[src/rtl/huil_volume_venster_if.sv]
`default_nettype none
// ============================================================================
//  Module   : huil_volume_venster_if
//  Purpose  : Bundles the sample stream, window control and result signals of
//             the cry-volume window block.
//  Ports    : (interface, no ports)
//             sample_in / sample_valid  - DSP sample and its qualifier
//             window_restart            - synchronous abort of current window
//             threshold                 - cry threshold for the window mean
//             volume_out / peak_out     - mean / max of last completed window
//             volume_valid              - one-cycle update strobe
//             huil_actief               - hysteresis-filtered crying flag
//  Modports : master - sample source / result consumer
//             slave  - the window block itself
//  Revision : 1.0 - initial release
// ============================================================================
interface huil_volume_venster_if #(
  parameter int SAMPLE_W = 8
);
  logic [SAMPLE_W-1:0] sample_in;
  logic                sample_valid;
  logic                window_restart;
  logic [SAMPLE_W-1:0] threshold;
  logic [SAMPLE_W-1:0] volume_out;
  logic [SAMPLE_W-1:0] peak_out;
  logic                volume_valid;
  logic                huil_actief;

  modport master (
    output sample_in,
    output sample_valid,
    output window_restart,
    output threshold,
    input  volume_out,
    input  peak_out,
    input  volume_valid,
    input  huil_actief
  );

  modport slave (
    input  sample_in,
    input  sample_valid,
    input  window_restart,
    input  threshold,
    output volume_out,
    output peak_out,
    output volume_valid,
    output huil_actief
  );
endinterface
`default_nettype wire

[src/rtl/huil_volume_venster.sv]
`default_nettype none
// ============================================================================
//  Module   : huil_volume_venster
//  Purpose  : Windowed volume meter for the input chain. Averages sample
//             magnitudes over 2^LOG2_WIN accepted samples, tracks the peak of
//             each window, strobes the result once per window and runs a
//             hysteresis FSM that flags sustained crying.
//  Ports    : clk    - system clock, rising edge
//             reset  - asynchronous, active-low reset
//             bus    - huil_volume_venster_if.slave (sample stream, window
//                      restart, threshold, volume/peak results, huil_actief)
//  Options  : HUIL_SIGNED_ABS_EN - when defined, sample_in is two's
//             complement and its absolute value is used as magnitude;
//             otherwise sample_in is taken as an unsigned magnitude.
//  Revision : 1.0 - initial release
// ============================================================================
module huil_volume_venster #(
  parameter int SAMPLE_W     = 8,
  parameter int LOG2_WIN     = 6,
  parameter int HOLD_WINDOWS = 3
) (
  input  wire logic               clk,
  input  wire logic               reset,
  huil_volume_venster_if.slave    bus
);

  // Accumulator holds the full sum of one window: 2^LOG2_WIN samples of at
  // most 2^SAMPLE_W-1 each, so it can never wrap.
  localparam int                  c_ACC_W = SAMPLE_W + LOG2_WIN;
  localparam logic [LOG2_WIN-1:0] c_LAST  = {LOG2_WIN{1'b1}};
  localparam logic [3:0]          c_HOLD  = 4'(HOLD_WINDOWS);

  typedef enum logic [1:0] {
    STIL     = 2'd0,
    STIJGEND = 2'd1,
    HUIL     = 2'd2,
    DALEND   = 2'd3
  } state_t;

  // --------------------------------------------------------------------------
  // Magnitude of the incoming sample
  // --------------------------------------------------------------------------
  logic [SAMPLE_W-1:0] w_mag;

`ifdef HUIL_SIGNED_ABS_EN
  // Two's complement negate; the most negative code maps onto itself, which
  // read as unsigned is exactly 2^(SAMPLE_W-1), the correct magnitude.
  assign w_mag = bus.sample_in[SAMPLE_W-1] ? (~bus.sample_in + SAMPLE_W'(1))
                                           : bus.sample_in;
`else
  assign w_mag = bus.sample_in;
`endif

  // --------------------------------------------------------------------------
  // Input stage (edge E)
  // Always captures; a restart only clears the window side, so a sample that
  // arrives together with the restart strobe survives as sample 1.
  // --------------------------------------------------------------------------
  logic                r_in_valid;
  logic [SAMPLE_W-1:0] r_in_mag;

  always_ff @(posedge clk or negedge reset) begin
    if (!reset) begin
      r_in_valid <= 1'b0;
      r_in_mag   <= '0;
    end else begin
      r_in_valid <= bus.sample_valid;
      r_in_mag   <= w_mag;
    end
  end

  // --------------------------------------------------------------------------
  // Window accumulation (edge E+1)
  // --------------------------------------------------------------------------
  logic [c_ACC_W-1:0]  r_acc;
  logic [LOG2_WIN-1:0] r_count;
  logic [SAMPLE_W-1:0] r_peak;
  logic [SAMPLE_W-1:0] r_volume;
  logic [SAMPLE_W-1:0] r_peak_out;
  logic                r_volume_valid;

  logic [c_ACC_W-1:0]  w_sum;
  logic [SAMPLE_W-1:0] w_peak_nxt;
  logic [SAMPLE_W-1:0] w_mean;
  logic                w_close;
  logic                w_hi;

  assign w_sum      = r_acc + c_ACC_W'(r_in_mag);
  assign w_peak_nxt = (r_in_mag > r_peak) ? r_in_mag : r_peak;
  // Truncating divide by the window length is just dropping the low bits.
  assign w_mean     = w_sum[c_ACC_W-1:LOG2_WIN];
  // The staged sample is the last one of the window; a coincident restart
  // discards the whole window instead of closing it.
  assign w_close    = r_in_valid && !bus.window_restart && (r_count == c_LAST);
  assign w_hi       = (w_mean >= bus.threshold);

  always_ff @(posedge clk or negedge reset) begin
    if (!reset) begin
      r_acc          <= '0;
      r_count        <= '0;
      r_peak         <= '0;
      r_volume       <= '0;
      r_peak_out     <= '0;
      r_volume_valid <= 1'b0;
    end else begin
      r_volume_valid <= w_close;
      if (bus.window_restart) begin
        r_acc   <= '0;
        r_count <= '0;
        r_peak  <= '0;
      end else if (r_in_valid) begin
        if (w_close) begin
          // Start the next window empty so a back-to-back sample on the
          // following edge becomes its first element.
          r_acc      <= '0;
          r_count    <= '0;
          r_peak     <= '0;
          r_volume   <= w_mean;
          r_peak_out <= w_peak_nxt;
        end else begin
          r_acc   <= w_sum;
          r_count <= r_count + LOG2_WIN'(1);
          r_peak  <= w_peak_nxt;
        end
      end
    end
  end

  // --------------------------------------------------------------------------
  // Hysteresis FSM, advanced only on a window close
  // --------------------------------------------------------------------------
  state_t     r_state;
  state_t     w_state_nxt;
  logic [3:0] r_hold;
  logic [3:0] w_hold_nxt;
  logic [3:0] w_hold_inc;

  assign w_hold_inc = r_hold + 4'd1;

  always_ff @(posedge clk or negedge reset) begin
    if (!reset) begin
      r_state <= STIL;
      r_hold  <= 4'd0;
    end else begin
      r_state <= w_state_nxt;
      r_hold  <= w_hold_nxt;
    end
  end

  always_comb begin
    w_state_nxt = r_state;
    w_hold_nxt  = r_hold;
    if (w_close) begin
      case (r_state)
        STIL: begin
          if (w_hi) begin
            if (c_HOLD == 4'd1) begin
              w_state_nxt = HUIL;
              w_hold_nxt  = 4'd0;
            end else begin
              w_state_nxt = STIJGEND;
              w_hold_nxt  = 4'd1;
            end
          end
        end
        STIJGEND: begin
          if (w_hi) begin
            if (w_hold_inc == c_HOLD) begin
              w_state_nxt = HUIL;
              w_hold_nxt  = 4'd0;
            end else begin
              w_hold_nxt  = w_hold_inc;
            end
          end else begin
            w_state_nxt = STIL;
            w_hold_nxt  = 4'd0;
          end
        end
        HUIL: begin
          if (!w_hi) begin
            if (c_HOLD == 4'd1) begin
              w_state_nxt = STIL;
              w_hold_nxt  = 4'd0;
            end else begin
              w_state_nxt = DALEND;
              w_hold_nxt  = 4'd1;
            end
          end
        end
        DALEND: begin
          if (!w_hi) begin
            if (w_hold_inc == c_HOLD) begin
              w_state_nxt = STIL;
              w_hold_nxt  = 4'd0;
            end else begin
              w_hold_nxt  = w_hold_inc;
            end
          end else begin
            w_state_nxt = HUIL;
            w_hold_nxt  = 4'd0;
          end
        end
        default: begin
          w_state_nxt = STIL;
          w_hold_nxt  = 4'd0;
        end
      endcase
    end
  end

  // --------------------------------------------------------------------------
  // Outputs
  // --------------------------------------------------------------------------
  assign bus.volume_out   = r_volume;
  assign bus.peak_out     = r_peak_out;
  assign bus.volume_valid = r_volume_valid;
  // Decoded from the state register, so it moves in the same cycle as the
  // volume_valid strobe of the window that caused the transition.
  assign bus.huil_actief  = (r_state == HUIL) || (r_state == DALEND);

endmodule
`default_nettype wire

[src/flat_wrapper.sv]
// flat-port wrapper written by rule: the top's interface ports become plain ports
module huil_volume_venster_flat 
#(
  parameter int SAMPLE_W     = 8,
  parameter int LOG2_WIN     = 6,
  parameter int HOLD_WINDOWS = 3
)
  (clk, reset, bus_sample_in, bus_sample_valid, bus_window_restart, bus_threshold, bus_volume_out, bus_peak_out, bus_volume_valid, bus_huil_actief);
  huil_volume_venster_if #(.SAMPLE_W(SAMPLE_W)) bus_i ();
  input  wire logic clk;
  input  wire logic reset;
  input wire logic [$bits(bus_i.sample_in)-1:0] bus_sample_in;
  input wire logic [$bits(bus_i.sample_valid)-1:0] bus_sample_valid;
  input wire logic [$bits(bus_i.window_restart)-1:0] bus_window_restart;
  input wire logic [$bits(bus_i.threshold)-1:0] bus_threshold;
  output wire logic [$bits(bus_i.volume_out)-1:0] bus_volume_out;
  output wire logic [$bits(bus_i.peak_out)-1:0] bus_peak_out;
  output wire logic [$bits(bus_i.volume_valid)-1:0] bus_volume_valid;
  output wire logic [$bits(bus_i.huil_actief)-1:0] bus_huil_actief;
  assign bus_i.sample_in = bus_sample_in;
  assign bus_i.sample_valid = bus_sample_valid;
  assign bus_i.window_restart = bus_window_restart;
  assign bus_i.threshold = bus_threshold;
  assign bus_volume_out = bus_i.volume_out;
  assign bus_peak_out = bus_i.peak_out;
  assign bus_volume_valid = bus_i.volume_valid;
  assign bus_huil_actief = bus_i.huil_actief;
  huil_volume_venster #(.SAMPLE_W(SAMPLE_W), .LOG2_WIN(LOG2_WIN), .HOLD_WINDOWS(HOLD_WINDOWS)) u_core (.clk(clk), .reset(reset), .bus(bus_i));
endmodule
[config.mk]
export PLATFORM = sky130hd
export DESIGN_NAME = huil_volume_venster_flat
export DESIGN_NICKNAME = d
export VERILOG_FILES = /design/src/rtl/huil_volume_venster_if.sv /design/src/rtl/huil_volume_venster.sv /design/src/flat_wrapper.sv
export SDC_FILE = /design/constraint.sdc
export NUM_CORES = 1
export LEC_CHECK = 0
export BUFFER_PORTS_ARGS = -buffer_cell sky130_fd_sc_hd__buf_2
export CAP_MARGIN = 40
export CORE_UTILIZATION = 65
export CTS_BUF_LIST = sky130_fd_sc_hd__clkbuf_8
export DETAILED_ROUTE_END_ITERATION = 12
export GPL_TIMING_DRIVEN = 0
export PLACE_DENSITY = 0.86
export SLEW_MARGIN = 25
export SYNTH_ARGS = -nofsm -noshare
export SYNTH_HDL_FRONTEND = slang
export SYNTH_SLANG_ARGS = --single-unit
[constraint.sdc]
create_clock -name clk -period 5.5 [get_ports clk]
set_input_delay 1.1 -clock clk [delete_from_list [all_inputs] [get_ports clk]]
set_output_delay 1.1 -clock clk [all_outputs]
set_load 0.01 [all_outputs]
# After elaboration in Yosys (flattened, before gate mapping)
# Cells that the tools add are included.
word_totals:
  out_inout_bits: 18
  ff_bits: 60
  word_cells: 57
classes:
  add_sub_neg: 3
  n_mux: 23
  n_reduce_logical: 9
  magnitude_cmp: 2
  eq_ne: 9
  n_bitwise: 1
ops:
  columns: ["op", "count"]
  rows:
  - ["$mux W14", 3]
  - ["$mux W8", 4]
  - ["$mux W4", 5]
  - ["$mux W6", 3]
  - ["$pmux W4 S4", 1]
  - ["$add A14 B8 Y14", 1]
  - ["$mux W2", 6]
  - ["$ge A8 B8 Y1", 1]
  - ["$gt A8 B8 Y1", 1]
  - ["$pmux W2 S4", 1]
  - ["$add A6 B1 Y6 const B", 1]
  - ["$eq A6 B6 Y1 const B", 1]
  - ["$reduce_and A3 Y1", 2]
  - ["$reduce_and A5 Y1", 1]
  - ["$add A4 B1 Y4 const B", 1]
  - ["$eq A2 B2 Y1 const B", 2]
  - ["$eq A4 B2 Y1 const B", 1]
  - ["$ne A3 B1 Y1 const B", 1]
  - ["$ne A3 B3 Y1 const B", 1]
  - ["$eq A2 B1 Y1 const B", 1]
  - ["$logic_and A1 B1 Y1", 2]
  - ["$logic_not A2 Y1", 1]
  - ["$ne A2 B1 Y1 const B", 1]
  - ["$ne A2 B2 Y1 const B", 1]
  - ["other kinds (4)", 4]

# Logic depth before layout (Yosys ltp)
depth:
  depth_word: 6
  mapped_depth: 13

# Worst setup path after synthesis
# No wires, ideal clock.
synth_timing:
  kind: "register to register"
  startpoint: "register u_core.r_in_mag[0]"
  endpoint: "register u_core.r_hold[2]"
  t_arrival_ns: 3.001
  period_less_slack_ns: 3.137
  path_stages_with_launch: 14
  setup_slack_ns: 2.363
  setup_ns: 0.136
  cell_sequence: "dfrtp_1 > ha_1 > inv_1 > fa_1 > nor2b_1 > o211ai_2 > a21oi_2 > xor2_1 > ha_1 > a21o_1 > a221oi_2 > o21ai_1 > xnor2_2 > o211ai_1"
synth_via:
  elab_chain_len: 4
synth_rtl:
  columns: ["element", "line_no", "rtl"]
  rows:
  - ["start, declared", "huil_volume_venster.sv:60", "logic [SAMPLE_W-1:0] r_in_mag;"]
  - ["start signal, assigned", "huil_volume_venster.sv:68", "r_in_mag <= w_mag;"]
  - ["$add A14 B8 Y14 *", "huil_volume_venster.sv:88", "assign w_sum = r_acc + c_ACC_W'(r_in_mag);"]
  - ["named net u_core.w_sum[8]", "huil_volume_venster.sv:82", "logic [c_ACC_W-1:0] w_sum;"]
  - ["$ge A8 B8 Y1 *", "huil_volume_venster.sv:95", "assign w_hi = (w_mean >= bus.threshold);"]
  - ["$mux W4, or another cell as far along", "huil_volume_venster.sv:191", "if (!w_hi) begin"]
  - ["$pmux W4 S4 or $reduce_and A3 Y1 (tied branches)", null, null]
  - ["end signal, assigned", "huil_volume_venster.sv:146", "r_hold <= w_hold_nxt;"]
  - ["end, declared", "huil_volume_venster.sv:134", "logic [3:0] r_hold;"]
# The timed path passes the listed nets; every way through them passes the cells marked *.
# A chain may end at the register's enable or synchronous reset.

# Worst setup path after layout
layout_timing:
  startpoint: "register u_core.r_in_mag[0]"
  endpoint: "register u_core.r_hold[3]"
# Same word-level chain as after synthesis.

==> results_dict.tcl <==
set metrics [dict create \
    status "finished clean" \
    antenna_cells 0 \
    path_delay_family "compound AO/OA/AOI/OAI gates" \
    tightestPinTransition_ns 0.755 \
    routed_via_density 6.23 \
    synth_cells 356 \
    max_stage_delay_ns 0.44 \
    die_h_um 76.4 \
    nets 452 \
    cts_buffer_depth 2 \
    grt_pass1_vias 2744 \
    post_cts_buffers 0 \
    coreArea_mm2 0.00520 \
    dpl.hpwl_um 5500 \
    io_buffers 37 \
    hold_buffers 0 \
    start_kind "flop" \
    antenna_found_initial 0 \
    yosysMostFrequentCell "dfrtp_1" \
    fin_crit_sh_pct 66.7 \
    vias 2977 \
    netlist.area_leader.share_pct 41.7 \
    hold_depth 2 \
    period_needed_ns 3.67 \
    drc 0 \
    endpoint_kind "flop" \
    yosysSeqAreaShare_pct 41.7 \
    synth_cell_type_count 64 \
    fin_skew_ns 0.00602 \
    cts_max_level 3 \
    dieWidth_um 76.4 \
    path_max_fanout 5 \
    rsz0062_at_grt "false" \
    p_seq_share_pct 43.9 \
    finalSetupViolCount 0 \
    num_rows 26 \
    switching_power_mw 0.345 \
    ys.flop_type "dfrtp_1" \
    yosys.area.top_type "dfrtp_1" \
    syn-cell-area_mm2 0.00360 \
    power.leakage_nw 1.96 \
    syn_avg_cell_area_um2 10.1 \
    r2r_slack_ns 1.83 \
    max_cap_viol_count 0 \
    cp.arrival_ns 3.89 \
    hp-class "flop to flop" \
    crit_buf_inv 1 \
    power_switching_share_pct 30.7 \
    drt_iter0_drc 176 \
    drive_above_1_share_pct 20.8 \
    clock_sinks 60 \
    cts_tree "done" \
    async_flop_share_pct 100 \
    critPathMostFrequentCell "ha_1" \
    antenna_left 0 \
    overflow 0 \
    hold_viol 0 \
    final_max_slew_viol_count 0 \
    cts.clk_slew.worst_paths_ns 0.07 \
    synthesis.nets 404 \
    vdd_ir_drop_max_mv 0.177 \
    worstRegToRegCells 13 \
    place.gp.congestion 0.833 \
    tns_ns 0 \
    synth_edf_count 0 \
    post_cts_resized 0 \
    grt_pass1_wl_um 12900 \
    fmax_mhz 273 \
    ys_warn_count 0 \
    internal_power_mw 0.779 \
    drt_first_pass_iters 5 \
    cts_buffers 9 \
    slowest_stage "dfrtp_1" \
    track_usage_pct 29.0 \
    wire_per_inst_um 16.0 \
    cp_cell_sequence "ha_1 -> inv_1 -> fa_1 -> nor2b_1 -> o211ai_2 -> a21oi_2 -> xor2_1 -> ha_1 -> a21o_1 -> a221oi_2 -> o21ai_1 -> xnor2_2 -> o211ai_1" \
    pin_count 38 \
    start_util_pct 69.1 \
    path_class "flop to flop" \
    synth_area_leaders "dfrtp_1 42%, ha_1 9.4%, nand2_1 3.4%" \
    finalWirelength_um 7630 \
    syn2layout_area_growth_pct 12.9 \
    cp.depth 13 \
    required_ns 5.72 \
    root_buffer "clkbuf_8" \
    clkPwrFrac_pct 34.6 \
    slew_headroom_pct 49.5 \
    die-area_mm2 0.00584 \
    synthTopCellsByCount "60 x dfrtp_1, 33 x nand2_1, 27 x ha_1, 20 x inv_1" \
    pwr-share-comb_pct 21.4 \
    grt_max_degree 61 \
    clk_latency_ns 0.35 \
    synth_seq_cells 60 \
    power_density_mw_per_mm2 276 \
    holdWs_ns 0.476 \
]
[layout make-up]
cell class | count | area, um2
Multi-Input combinational cell | 262 | 1950
Sequential cell | 60 | 1500
Fill cell | 360 | 1140
Timing Repair Buffer | 37 | 188
Clock buffer | 10 | 138
Tap cell | 70 | 87.6
Inverter | 21 | 83.8
Buffer | 13 | 63.8
Clock inverter | 5 | 52.6
[cell usage in the layout (no fill, tap or decap), types with 3 or more instances in the layout]
master,instances
clkbuf_1,5
o21a_1,5
and3_1,6
buf_4,4
a22o_1,3
clkinv_2,3
o21ai_0,14
nor2_1,13
a21oi_1,14
nand2b_1,5
xor2_1,9
nand3_1,14
xnor2_1,3
nor3_1,6
ha_1,27
a21o_1,5
a211oi_2,3
mux2i_1,3
dfrtp_1,60
inv_1,20
mux2_4,3
nand2_1,33
or3_1,3
o211ai_1,11
a32o_1,9
nor2b_1,6
mux2_2,5
clkbuf_8,10
a31oi_1,5
nand4_1,12
buf_2,39
o21ai_1,8
[cell families after synthesis]
| group | Yosys count | synth area share [%] |
|---|---|---|
| and+or+nand+nor | 108 | 15.4 |
| DFF | 60 | 41.7 |
| xor gates and xnor gates | 13 | 3.37 |
| adders and majority gates | 28 | 9.94 |
| muxes | 12 | 3.96 |
| buffers and inverters | 34 | 4.10 |
| AOI/OAI and AO/OA | 101 | 21.5 |
[per-stage QoR]
| step | power [mW] | setup WS [ns] | instances | util, % | area, um2 |
|---|---|---|---|---|---|
| final | 1.12 | 1.83 | 478 | 78.1 | 4060 |
| after global routing | 1.17 | 1.55 | 478 | 78.1 | 4060 |
| after CTS | 1.12 | 1.88 | 478 | 78.1 | 4060 |
| after detailed placement | 0.732 | 1.93 | 463 | 74.4 | 3870 |
| after global placement | 0.719 | 1.98 | 463 | 74.4 | 3870 |
| after floorplan | 0.669 | 2.36 | 356 | - | 3600 |
[power by group through the flow]
stage,registers [mW],logic [mW],clock network [mW]
floorplan,0.491,0.179,0
global placement,0.497,0.222,0
detailed placement,0.499,0.234,0
CTS,0.491,0.237,0.396
global route,0.495,0.266,0.414
finish,0.493,0.241,0.389
[flip-flops by register name, indices dropped and copies added, names as in the netlist, named ones only]
| register | cells |
|---|---|
| u_core.bus.peak_out | 8 |
| u_core.bus.volume_out | 8 |
| u_core.bus.volume_valid | 1 |
| u_core.r_acc | 14 |
| u_core.r_count | 6 |
| u_core.r_hold | 4 |
| u_core.r_in_mag | 8 |
| u_core.r_in_valid | 1 |
| u_core.r_peak | 8 |
| u_core.r_state | 1 |
[metal layers]
layer,wire length [um],track usage (%)
met5,0,0
met4,162,10.0
met3,456,8.62
met2,3570,45.3
met1,3430,38.4
[worst paths after layout]
check | startpoint | to
max | u_core.r_in_mag[0] | u_core.r_hold[3]
min | u_core.bus.peak_out[6] | u_core.bus.peak_out[6]
max reg2reg | u_core.r_in_mag[0] | u_core.r_hold[3]
min reg2reg | u_core.bus.peak_out[6] | u_core.bus.peak_out[6]
max in group asynchronous | reset | u_core.r_acc[0]
min in group asynchronous | reset | u_core.r_hold[3]
[worst reg2reg max path: stages (launching register included)]
cell	delay, ns
dfrtp_1	0.44
ha_1	0.24
inv_1	0.07
fa_1	0.40
nor2b_1	0.18
o211ai_2	0.18
a21oi_2	0.25
xor2_1	0.24
ha_1	0.29
a21o_1	0.20
a221oi_2	0.40
o21ai_1	0.19
xnor2_2	0.32
o211ai_1	0.14
No activity file was read; power rests on OpenSTA's default activity.
